===== config.mk =====
export PLATFORM = sky130hd
export DESIGN_NAME = boot_loader
export DESIGN_NICKNAME = d
export VERILOG_FILES = /design/src/rtl/boot_loader.sv
export SDC_FILE = /design/constraint.sdc
export NUM_CORES = 1
export LEC_CHECK = 0
export CORE_AREA = 2 2 111 86
export CTS_CLUSTER_SIZE = 12
export DETAILED_ROUTE_END_ITERATION = 12
export DIE_AREA = 0 0 113 88
export GPL_ROUTABILITY_DRIVEN = 0
export PLACE_DENSITY = 0.72
export SYNTH_ARGS = -nofsm -noshare
export SYNTH_HDL_FRONTEND = slang
export SYNTH_SLANG_ARGS = --single-unit

===== constraint.sdc =====
create_clock -name clock -period 3.6 [get_ports clock]
set_input_delay 0.72 -clock clock [delete_from_list [all_inputs] [get_ports clock]]
set_output_delay 0.72 -clock clock [all_outputs]
set_load 0.03 [all_outputs]

===== src/rtl/boot_loader.sv =====
// boot_loader: receives a length-prefixed byte stream, writes little-endian words to memory, then releases the core
// Ports: clock/reset (async, active-high); rx_data/rx_valid/rx_ready byte stream in;
//        mem_addr/mem_wdata/mem_wr memory write port; cpu_reset/load_done/error status; word_count words written.
module boot_loader #(
  parameter logic [31:0] BASE_ADDR = 32'h0,
  parameter int MAX_WORDS = 64,
  parameter int RELEASE_DELAY = 4,
  localparam int W = $clog2(MAX_WORDS + 1)
) (
  input  logic         clock,
  input  logic         reset,
  input  logic [7:0]   rx_data,
  input  logic         rx_valid,
  output logic         rx_ready,
  output logic [31:0]  mem_addr,
  output logic [31:0]  mem_wdata,
  output logic         mem_wr,
  output logic         cpu_reset,
  output logic         load_done,
  output logic         error,
  output logic [W-1:0] word_count
);
  localparam int RW = $clog2(RELEASE_DELAY + 1);
  typedef enum logic [2:0] {S_HDR, S_COLLECT, S_WRITE, S_RELEASE, S_DONE, S_ERROR} state_t;
  state_t state_q, state_d;
  logic [1:0] byte_idx_q, byte_idx_d;
  logic [23:0] part_q, part_d;
  logic [7:0] len_q, len_d;
  logic [RW-1:0] cnt_q, cnt_d;
  logic [W-1:0] wc_q, wc_d;
  logic [31:0] addr_q, addr_d, wdata_q, wdata_d;
  logic wr_q, wr_d, cpu_reset_q, cpu_reset_d, load_done_q, load_done_d, error_q, error_d;
  logic accept;
  assign rx_ready = (state_q == S_HDR || state_q == S_COLLECT) && !reset;
  assign accept = rx_valid && rx_ready;
  // Bytes arrive LSB first, so shifting in from the top leaves {b2,b1,b0} after three accepts.
  always_comb begin
    state_d = state_q;
    byte_idx_d = byte_idx_q;
    part_d = part_q;
    len_d = len_q;
    cnt_d = cnt_q;
    wc_d = wc_q;
    addr_d = addr_q;
    wdata_d = wdata_q;
    case (state_q)
      S_HDR: if (accept) begin
        len_d = rx_data;
        cnt_d = RW'(RELEASE_DELAY);
        state_d = rx_data == 8'd0 ? S_RELEASE : 32'(rx_data) > MAX_WORDS ? S_ERROR : S_COLLECT;
      end
      S_COLLECT: if (accept) begin
        byte_idx_d = byte_idx_q + 2'd1;
        part_d = {rx_data, part_q[23:8]};
        if (byte_idx_q == 2'd3) begin
          state_d = S_WRITE;
          addr_d = BASE_ADDR + 32'({wc_q, 2'b00});
          wdata_d = {rx_data, part_q};
        end
      end
      S_WRITE: begin
        wc_d = wc_q + 1'b1;
        cnt_d = RW'(RELEASE_DELAY);
        state_d = 32'(wc_d) == 32'(len_q) ? S_RELEASE : S_COLLECT;
      end
      S_RELEASE: begin
        cnt_d = cnt_q == '0 ? cnt_q : cnt_q - 1'b1;
        state_d = cnt_q == '0 ? S_DONE : S_RELEASE;
      end
      default: ;
    endcase
    wr_d = state_d == S_WRITE;
    cpu_reset_d = state_d != S_DONE;
    load_done_d = state_d == S_DONE;
    error_d = state_d == S_ERROR;
  end
  always_ff @(posedge clock or posedge reset) begin
    if (reset) begin
      state_q <= S_HDR;
      byte_idx_q <= '0;
      part_q <= '0;
      len_q <= '0;
      cnt_q <= '0;
      wc_q <= '0;
      addr_q <= '0;
      wdata_q <= '0;
      wr_q <= 1'b0;
      cpu_reset_q <= 1'b1;
      load_done_q <= 1'b0;
      error_q <= 1'b0;
    end else begin
      state_q <= state_d;
      byte_idx_q <= byte_idx_d;
      part_q <= part_d;
      len_q <= len_d;
      cnt_q <= cnt_d;
      wc_q <= wc_d;
      addr_q <= addr_d;
      wdata_q <= wdata_d;
      wr_q <= wr_d;
      cpu_reset_q <= cpu_reset_d;
      load_done_q <= load_done_d;
      error_q <= error_d;
    end
  end
  assign mem_addr = addr_q;
  assign mem_wdata = wdata_q;
  assign mem_wr = wr_q;
  assign cpu_reset = cpu_reset_q;
  assign load_done = load_done_q;
  assign error = error_q;
  assign word_count = wc_q;
endmodule


### Word level (Yosys, flattened, before mapping)

Index checks and enable logic that the tools add are counted.

| storage, ports and cells | value |
|---|---|
| register bits after elaboration | 90 |
| logic and storage cells | 50 |

| operators by class | value |
|---|---|
| add/sub/neg operators | 3 |
| order comparisons | 1 |
| equal/unequal tests | 11 |
| multiplexer cells | 11 |
| reduce and logical (&&, ||, !) cells | 12 |

Operators with widths:

| cell | number |
|---|---|
| $mux 3 | 8 |
| $pmux 3 s4 | 1 |
| $eq 3x2->1 const B | 3 |
| $pmux 3 s3 | 1 |
| $eq 7x8->1 | 1 |
| $gt 8x7->1 const B | 1 |
| $logic_not 8->1 | 1 |
| $add 7x1->7 const B | 1 |
| $eq 3x3->1 const B | 2 |
| $logic_not 3->1 | 2 |
| $reduce_and 3->1 | 2 |
| $ne 2x2->1 const B | 2 |
| $reduce_and 2->1 | 2 |
| $eq 3x1->1 const B | 1 |
| $ne 3x3->1 const B | 1 |
| $reduce_bool 3->1 | 1 |
| $sub 3x1->3 const B | 1 |
| $add 2x1->2 const B | 1 |
| $eq 2x2->1 const B | 1 |
| $logic_and 1x1->1 | 2 |
| $mux 2 | 1 |
| $logic_not 1->1 | 1 |
| $logic_or 1x1->1 | 1 |

### Depth between registers and ports, before layout

Gate-level depths: netlist of run 1.

| logic depth | value |
|---|---|
| word-level depth | 7 |
| gate-level depth with buffers | 6 |

### Least setup slack after synthesis of run 1

Ideal clock, no wire load.

| path | value |
|---|---|
| path kind | input to register |
| from | input port reset |
| to | register part_q[20] |
| setup time | 125 ps |
| arrival time | 2524 ps |
| required time | 3475 ps |
| slack | 951 ps |
| cell stages on the path | 5 |
| path through | nor3_1 and3_1 buf_2 buf_2 mux2_2 |

| on the way | value |
|---|---|
| cells in the longest elaborated chain, start to end | 4 |

RTL lines:

| what | RTL line | text |
|---|---|---|
| from (decl) | 11 | `input logic reset,` |
| $logic_not 1->1 (no source line) | - |  |
| $logic_and 1x1->1 | 34 | `assign rx_ready = (state_q == S_HDR \|\| state_q == S_COLLECT) && !reset;` |
| $logic_and 1x1->1 | 35 | `assign accept = rx_valid && rx_ready;` |
| $reduce_and 2->1 (no source line) | - |  |
| to (signal assigned) | 94 | `part_q <= part_d;` |
| to (decl) | 27 | `logic [23:0] part_q, part_d;` |

No other way between the ends.
A chain may end at the register's enable or synchronous reset.

### Final worst setup path of run 1

| path | value |
|---|---|
| from | input port reset |
| to | output port rx_ready |

| on the way | value |
|---|---|
| cells in the longest elaborated chain, start to end | 2 |

RTL lines:

| what | RTL line | text |
|---|---|---|
| $logic_not 1->1 (no source line) | - |  |
| $logic_and 1x1->1 | 34 |  |
| to (decl) | 14 | `output logic rx_ready,` |

No other way between the ends.

==> flow_summary.ini, run 1 <==
[sta]
tightestPinTransition_ps = 811
final_max_slew_viol_count = 0
min_period_ps = 3050
relSlewSlack_pct = 45.9
tns_ps = 0
hold_viol = 0
rsz0062_at_grt = no
setup_viol_count_final = 0
finalClockSkew_ps = 5.45
fin_crit_sh_pct = 84.6
clock.fmax_mhz = 328

[drt]
route.detailed.drc = 6
ant_nets = 0
vias = 2278
detail_route.vias_per_cell = 4.92
drt-pass1-iter-count = 8
drt_iter0_drc = 55
wl_um = 6770
wl_per_cell_um = 14.6

[place]
io_buffers = 61
placed_cell_area_um2 = 4540
dp_hpwl_um = 4730

[logic_synthesis]
yosys_warnings = 0
avgSynthCellArea_um2 = 13.7
synth.area.mux_share_pct = 21.6
synth_fa_ha_area_share_pct = 1.28
synthXorXnorAreaFrac_pct = 4.37
synth_edf_count = 0
async_reset_ff_share_pct = 100
ys_seq_area_share_pct = 57.5
ys_ff_latch = 90
synthFlopType = dfrtp_1
synth_top_family_by_area = multiplexers
netlist_area_um2 = 3920
synth_compound_area_share_pct = 2.43
yosys.area_share.simple_pct = 5.40
yosysUniqueCellTypes = 42
syn_inst = 286

[power_and_ir_drop]
pwr-share-clk_pct = 23.2
p_comb_share_pct = 35.3
intPower_mw = 2.67
cellLeakagePower_nw = 2.25
finalPower_mw = 4.06
ir_drop_v = 0.000438
swShare_pct = 34.3
pwr-share-seq_pct = 41.5
powerDensity_nw_per_um2 = 838
netSwitchingPower_mw = 1.39

[clock_tree]
h-tree-depth = 3
cts_setup_buffers = 0
cts_inserted_buffers = 9
clkLatencyLatePin_ps = 330
clockBufferDepth = 2
tritoncts = yes
cts.sinks = 90
cts.hold.buffers_added = 0
cts_root_buf = clkbuf_16
cts.repair.resized = 0
clkTransAtPathRegs_ps = 60

[worst_setup_path]
worst_setup_path_start_kind = input pin
crit_fanout = 5
endpoint_kind = output port
arrival_ps = 2330
cp.required_ps = 2880
critPathKind = in2out

[layout]
drive_gt1_share_pct = 16.8
design_area_um2 = 4840
antenna_cells = 0
final_nets = 361
area_delta_synth_final_pct = 23.6
fillers = 753

[floorplanning]
pin_count = 87
die_w_um = 113
initial_core_util_pct = 44.2
fp.dieArea_um2 = 9940
coreArea_um2 = 8860
rows = 30
die_y_um = 88

[grt]
grt_pass1_vias = 2190
grt_max_degree = 48
grt_first_pass_wirelength_um = 11400
grt_overflow = 0
antenna_found_initial = 0
grt_use_total_pct = 14.7

[flow_run]
cap_violations = 0

[outcome]
violations = design-rule violations
status = finished with violations

[min_path]
hold_path_class = reg2reg
[flip-flops by register name, indices dropped and copies added (netlist names)]
signal      count
word_count      7
mem_addr        7
state_q         3
cnt_q           3
mem_wr          1
load_done       1
cpu_reset       1
mem_wdata      32
part_q         24
error           1
byte_idx_q      2
len_q           8
[critical path, stage by stage]
cell and delay [ps]:
clkdlybuf4s50_1 450, nor3_1 390, clkdlybuf4s50_1 760
[power groups by stage]
stage	logic, mW	registers (mW)	clock network (mW)
floorplan	0.681	1.96	0
global placement	1.41	1.69	0
detailed placement	1.44	1.70	0
CTS	1.45	1.69	0.967
global route	1.55	1.75	1.00
finish	1.43	1.68	0.940
[kinds of logic after synthesis]
kind of cell / count (synthesis)
buf+inv: 47
fa+ha+maj: 4
flops: 90
mux: 75
other cells: 1
compound gates: 13
simple gates: 38
xor+xnor: 18
[metal layers]
metal  vias to the layer above  GRT usage (%)  wire (µm)
met5                         -              0          0
met1                      1152           21.6       3300
met4                         0           4.43         81
met2                        55           21.3       3050
li1                       1062              -          -
met3                         9           4.15        341
[Yosys cell counts, types with 2 or more instances]
cell type / n / area [µm²]
nand3_1: 6 / 30.0
inv_1: 8 / 30.0
dfrtp_1: 89 / 2230
xor2_1: 6 / 52.6
xnor2_1: 11 / 96.3
clkbuf_1: 2 / 7.51
buf_4: 26 / 195
nor2_1: 8 / 30.0
nor4_1: 3 / 18.8
mux2_1: 38 / 428
o21ai_0: 2 / 10.0
buf_1: 4 / 15.0
buf_2: 6 / 30.0
nand2_1: 2 / 7.51
and3_1: 4 / 25.0
mux2_2: 37 / 417
nor3_1: 4 / 20.0
nand2b_1: 2 / 12.5
a21oi_1: 2 / 10.0
ha_1: 4 / 50.1
[per-stage QoR]
| step | hold WS, ps | instances | utilization, % | setup WS [ps] |
|---|---|---|---|---|
| 2_1_floorplan | 448 | 310 | - | 546 |
| 3_3_place_gp | 464 | 447 | 51.2 | 607 |
| 3_5_place_dp | 468 | 447 | 51.2 | 565 |
| 4_1_cts | 480 | 463 | 54.7 | 540 |
| 5_1_grt | 488 | 463 | 54.7 | 456 |
| 6_report | 474 | 463 | 54.7 | 555 |
[area by class of cell]
type	instances	area [µm²]	area share (%)
Clock inverter	5	62.6	1.29
Tap cell	112	140	2.89
Inverter	8	31.3	0.646
Sequential cell	90	2250	46.5
Clock buffer	11	243	5.01
Multi-Input combinational cell	173	1470	30.3
Timing Repair Buffer	64	646	13.3
[final timing paths]
| path | startpoint | endpoint | slack [ps] | cells past startpoint |
|---|---|---|---|---|
| max in group asynchronous | reset | mem_wdata[2]$_DFFE_PP0P_ | 2010 | 3 |
| setup reg to reg | state_q[1]$_DFF_PP0_ | state_q[1]$_DFF_PP0_ | 1390 | 4 |
| hold / removal | byte_idx_q[0]$_DFFE_PP0P_ | byte_idx_q[0]$_DFFE_PP0P_ | 470 | 1 |
| min in group asynchronous | reset | mem_wdata[30]$_DFFE_PP0P_ | 890 | 2 |
| setup / recovery | reset | rx_ready | 550 | 3 |
| hold reg to reg | byte_idx_q[0]$_DFFE_PP0P_ | byte_idx_q[0]$_DFFE_PP0P_ | 470 | 1 |
[layout by cell type, fill, tap and decap left out, drive strengths merged, types with 2 or more instances in the layout]
cell | netlist | final
dfrtp | 89 | 89
mux2 | 75 | 75
clkdlybuf4s50 | 0 | 61
conb | 1 | 25
xnor2 | 11 | 11
clkbuf | 2 | 11
nor2 | 8 | 8
inv | 8 | 8
nand3 | 6 | 6
xor2 | 6 | 6
and3 | 4 | 4
nor3 | 4 | 4
ha | 4 | 4
nor4 | 3 | 3
buf | 37 | 3
nand2b | 2 | 2
o21ai | 2 | 2
a21oi | 2 | 2
nand2 | 2 | 2
clkinvlp | 0 | 2
clkinv | 0 | 2
No activity file was read; power rests on OpenSTA's default activity.
==> inputs of run 2 (changes only) <==
- PLACE_DENSITY: 0.72 -> 0.74
- clock period: 3.6 -> 2.5 ns (I/O delays scaled with it)
==> flow_summary.ini, run 2 (synthesized netlist as in run 1, its figures left out) <==
[sta]
fin_crit_sh_pct = 92.7
setup_viol_count_final = 0
finalClockSkew_ps = 3.50
min_period_ps = 2320
final_max_slew_viol_count = 0
relSlewSlack_pct = 60.2
rsz0062_at_grt = no
hold_viol = 0
tns_ps = 0
clock.fmax_mhz = 432
fin_ws_ps = 183
tightestPinTransition_ps = 592

[worst_setup_path]
crit_slowest_cell = nor3_1
cp.required_ps = 2000
arrival_ps = 1820
slowest_delay_ps = 490
path_cells = clkdlybuf4s50_1, nor3_1, buf_4, buf_12
worst_setup_path_start_kind = input pin
cp_num_buf_inv = 3
endpoint_kind = output port
critPathKind = in2out
r2r_slack_ps = 430
path_delay_family = buffers and inverters
crit_fanout = 5

[power_and_ir_drop]
pwr-share-clk_pct = 22.6
ir_drop_v = 0.000573
powerDensity_nw_per_um2 = 1190
p_comb_share_pct = 36.6
netSwitchingPower_mw = 1.98
pwr-share-seq_pct = 40.8
intPower_mw = 3.89
cellLeakagePower_nw = 2.31
swShare_pct = 33.7

[drt]
detail_route.vias_per_cell = 4.89
wl_um = 7030
vias = 2309
drt-pass1-iter-count = 8
ant_nets = 0
wl_per_cell_um = 14.9
drt_iter0_drc = 131
route.detailed.drc = 7

[clock_tree]
cts_inserted_buffers = 9
cts.hold.buffers_added = 0
cts.sinks = 90
cts.repair.resized = 0
cts_setup_buffers = 0
clkTransAtPathRegs_ps = 60
clkLatencyLatePin_ps = 340
clockBufferDepth = 2
tritoncts = yes
cts_root_buf = clkbuf_16
h-tree-depth = 3

[outcome]
violations = design-rule violations
status = finished with violations

[place]
dpl.cell_count = 458
placed_cell_area_um2 = 4660
io_buffers = 61
dp_hpwl_um = 5110
place_ws_ps = 59.2

[grt]
grt_max_degree = 40
grt_use_total_pct = 15.5
grt_pass1_vias = 2316
grt_overflow = 0
grt_first_pass_wirelength_um = 11600
antenna_found_initial = 0

[floorplanning]
die_w_um = 113
die_y_um = 88
fp.dieArea_um2 = 9940
pin_count = 87
initial_core_util_pct = 44.2
rows = 30
coreArea_um2 = 8860

[layout]
final_nets = 372
multi_input_area_um2 = 1470
fillers = 756
finish.utilization_pct = 55.9
final_common_cell = dfrtp_1
ff_latch_area_um2 = 2250
design_area_um2 = 4950
layout_common_cells = dfrtp_1 (89), clkdlybuf4s50_1 (60), mux2_1 (38)
final-instance-count-excl-fill = 472
area_delta_synth_final_pct = 26.4
antenna_cells = 0
largest_reg_flops = 32
drive_gt1_share_pct = 19.2

[min_path]
hold_path_class = reg2reg

[flow_run]
cap_violations = 0
run 2: cell count changes in the layout (fill, tap and decap cells not counted):
cell / change
buf_12: +3
clkdlybuf4s50_1: -1
clkinv_2: -1
clkbuf_8: +1
clkinv_4: -1
buf_4: +9
inv_6: -1
run 2: worst paths after layout:
path / from / endpoint / cells past startpoint
worst max-delay path: reset / rx_ready / 4
worst min-delay path: byte_idx_q[0]$_DFFE_PP0P_ / byte_idx_q[0]$_DFFE_PP0P_ / 1
worst max register to register: state_q[0]$_DFF_PP0_ / state_q[1]$_DFF_PP0_ / 4
worst min register to register: byte_idx_q[0]$_DFFE_PP0P_ / byte_idx_q[0]$_DFFE_PP0P_ / 1
max in group asynchronous: reset / cpu_reset$_DFF_PP1_ / 3
min in group asynchronous: reset / mem_wdata[22]$_DFFE_PP0P_ / 2
run 2: cell type report:
cell class / instances / area share [%]
repair buffers: 75 / 15.4
clock inverters: 2 / 0.758
multi-input cells: 173 / 29.6
flip-flops and latches: 90 / 45.5
clock buffers: 12 / 5.18
well taps: 112 / 2.83
inverters: 8 / 0.682
run 2: power groups by stage:
stage,sequential [mW],clock (mW),combinational [mW]
after CTS,2.41,1.37,2.17
after detailed placement,2.43,0,2.16
after floorplan,2.82,0,0.980
after global routing,2.48,1.43,2.32
final,2.39,1.33,2.15
after global placement,2.40,0,2.12
run 2: worst reg2reg max path, delay by kind of cell, from the launching register on:
kind | cells | cell delay (ps)
AND/OR/NAND/NOR | 3 | 1410
AO/OA/AOI/OAI | 1 | 220
flip-flops | 1 | 380
run 2: per-layer routing:
| layer | GRT usage, % | up-vias | routed length (µm) | part of all wire (%) |
|---|---|---|---|---|
| li1 | - | 1083 | - | - |
| met1 | 20.4 | 1147 | 3260 | 46 |
| met2 | 23.7 | 68 | 3260 | 46 |
| met3 | 4.57 | 11 | 416 | 5.9 |
| met4 | 7.54 | 0 | 99 | 1.4 |
| met5 | 0 | - | 0 | 0 |
run 2: metrics by stage:
stage / total power, mW / hold slack, ps
floorplan: 3.80 / 448
global placement: 4.52 / 462
detailed placement: 4.60 / 471
CTS: 5.95 / 480
global route: 6.23 / 500
finish: 5.87 / 475
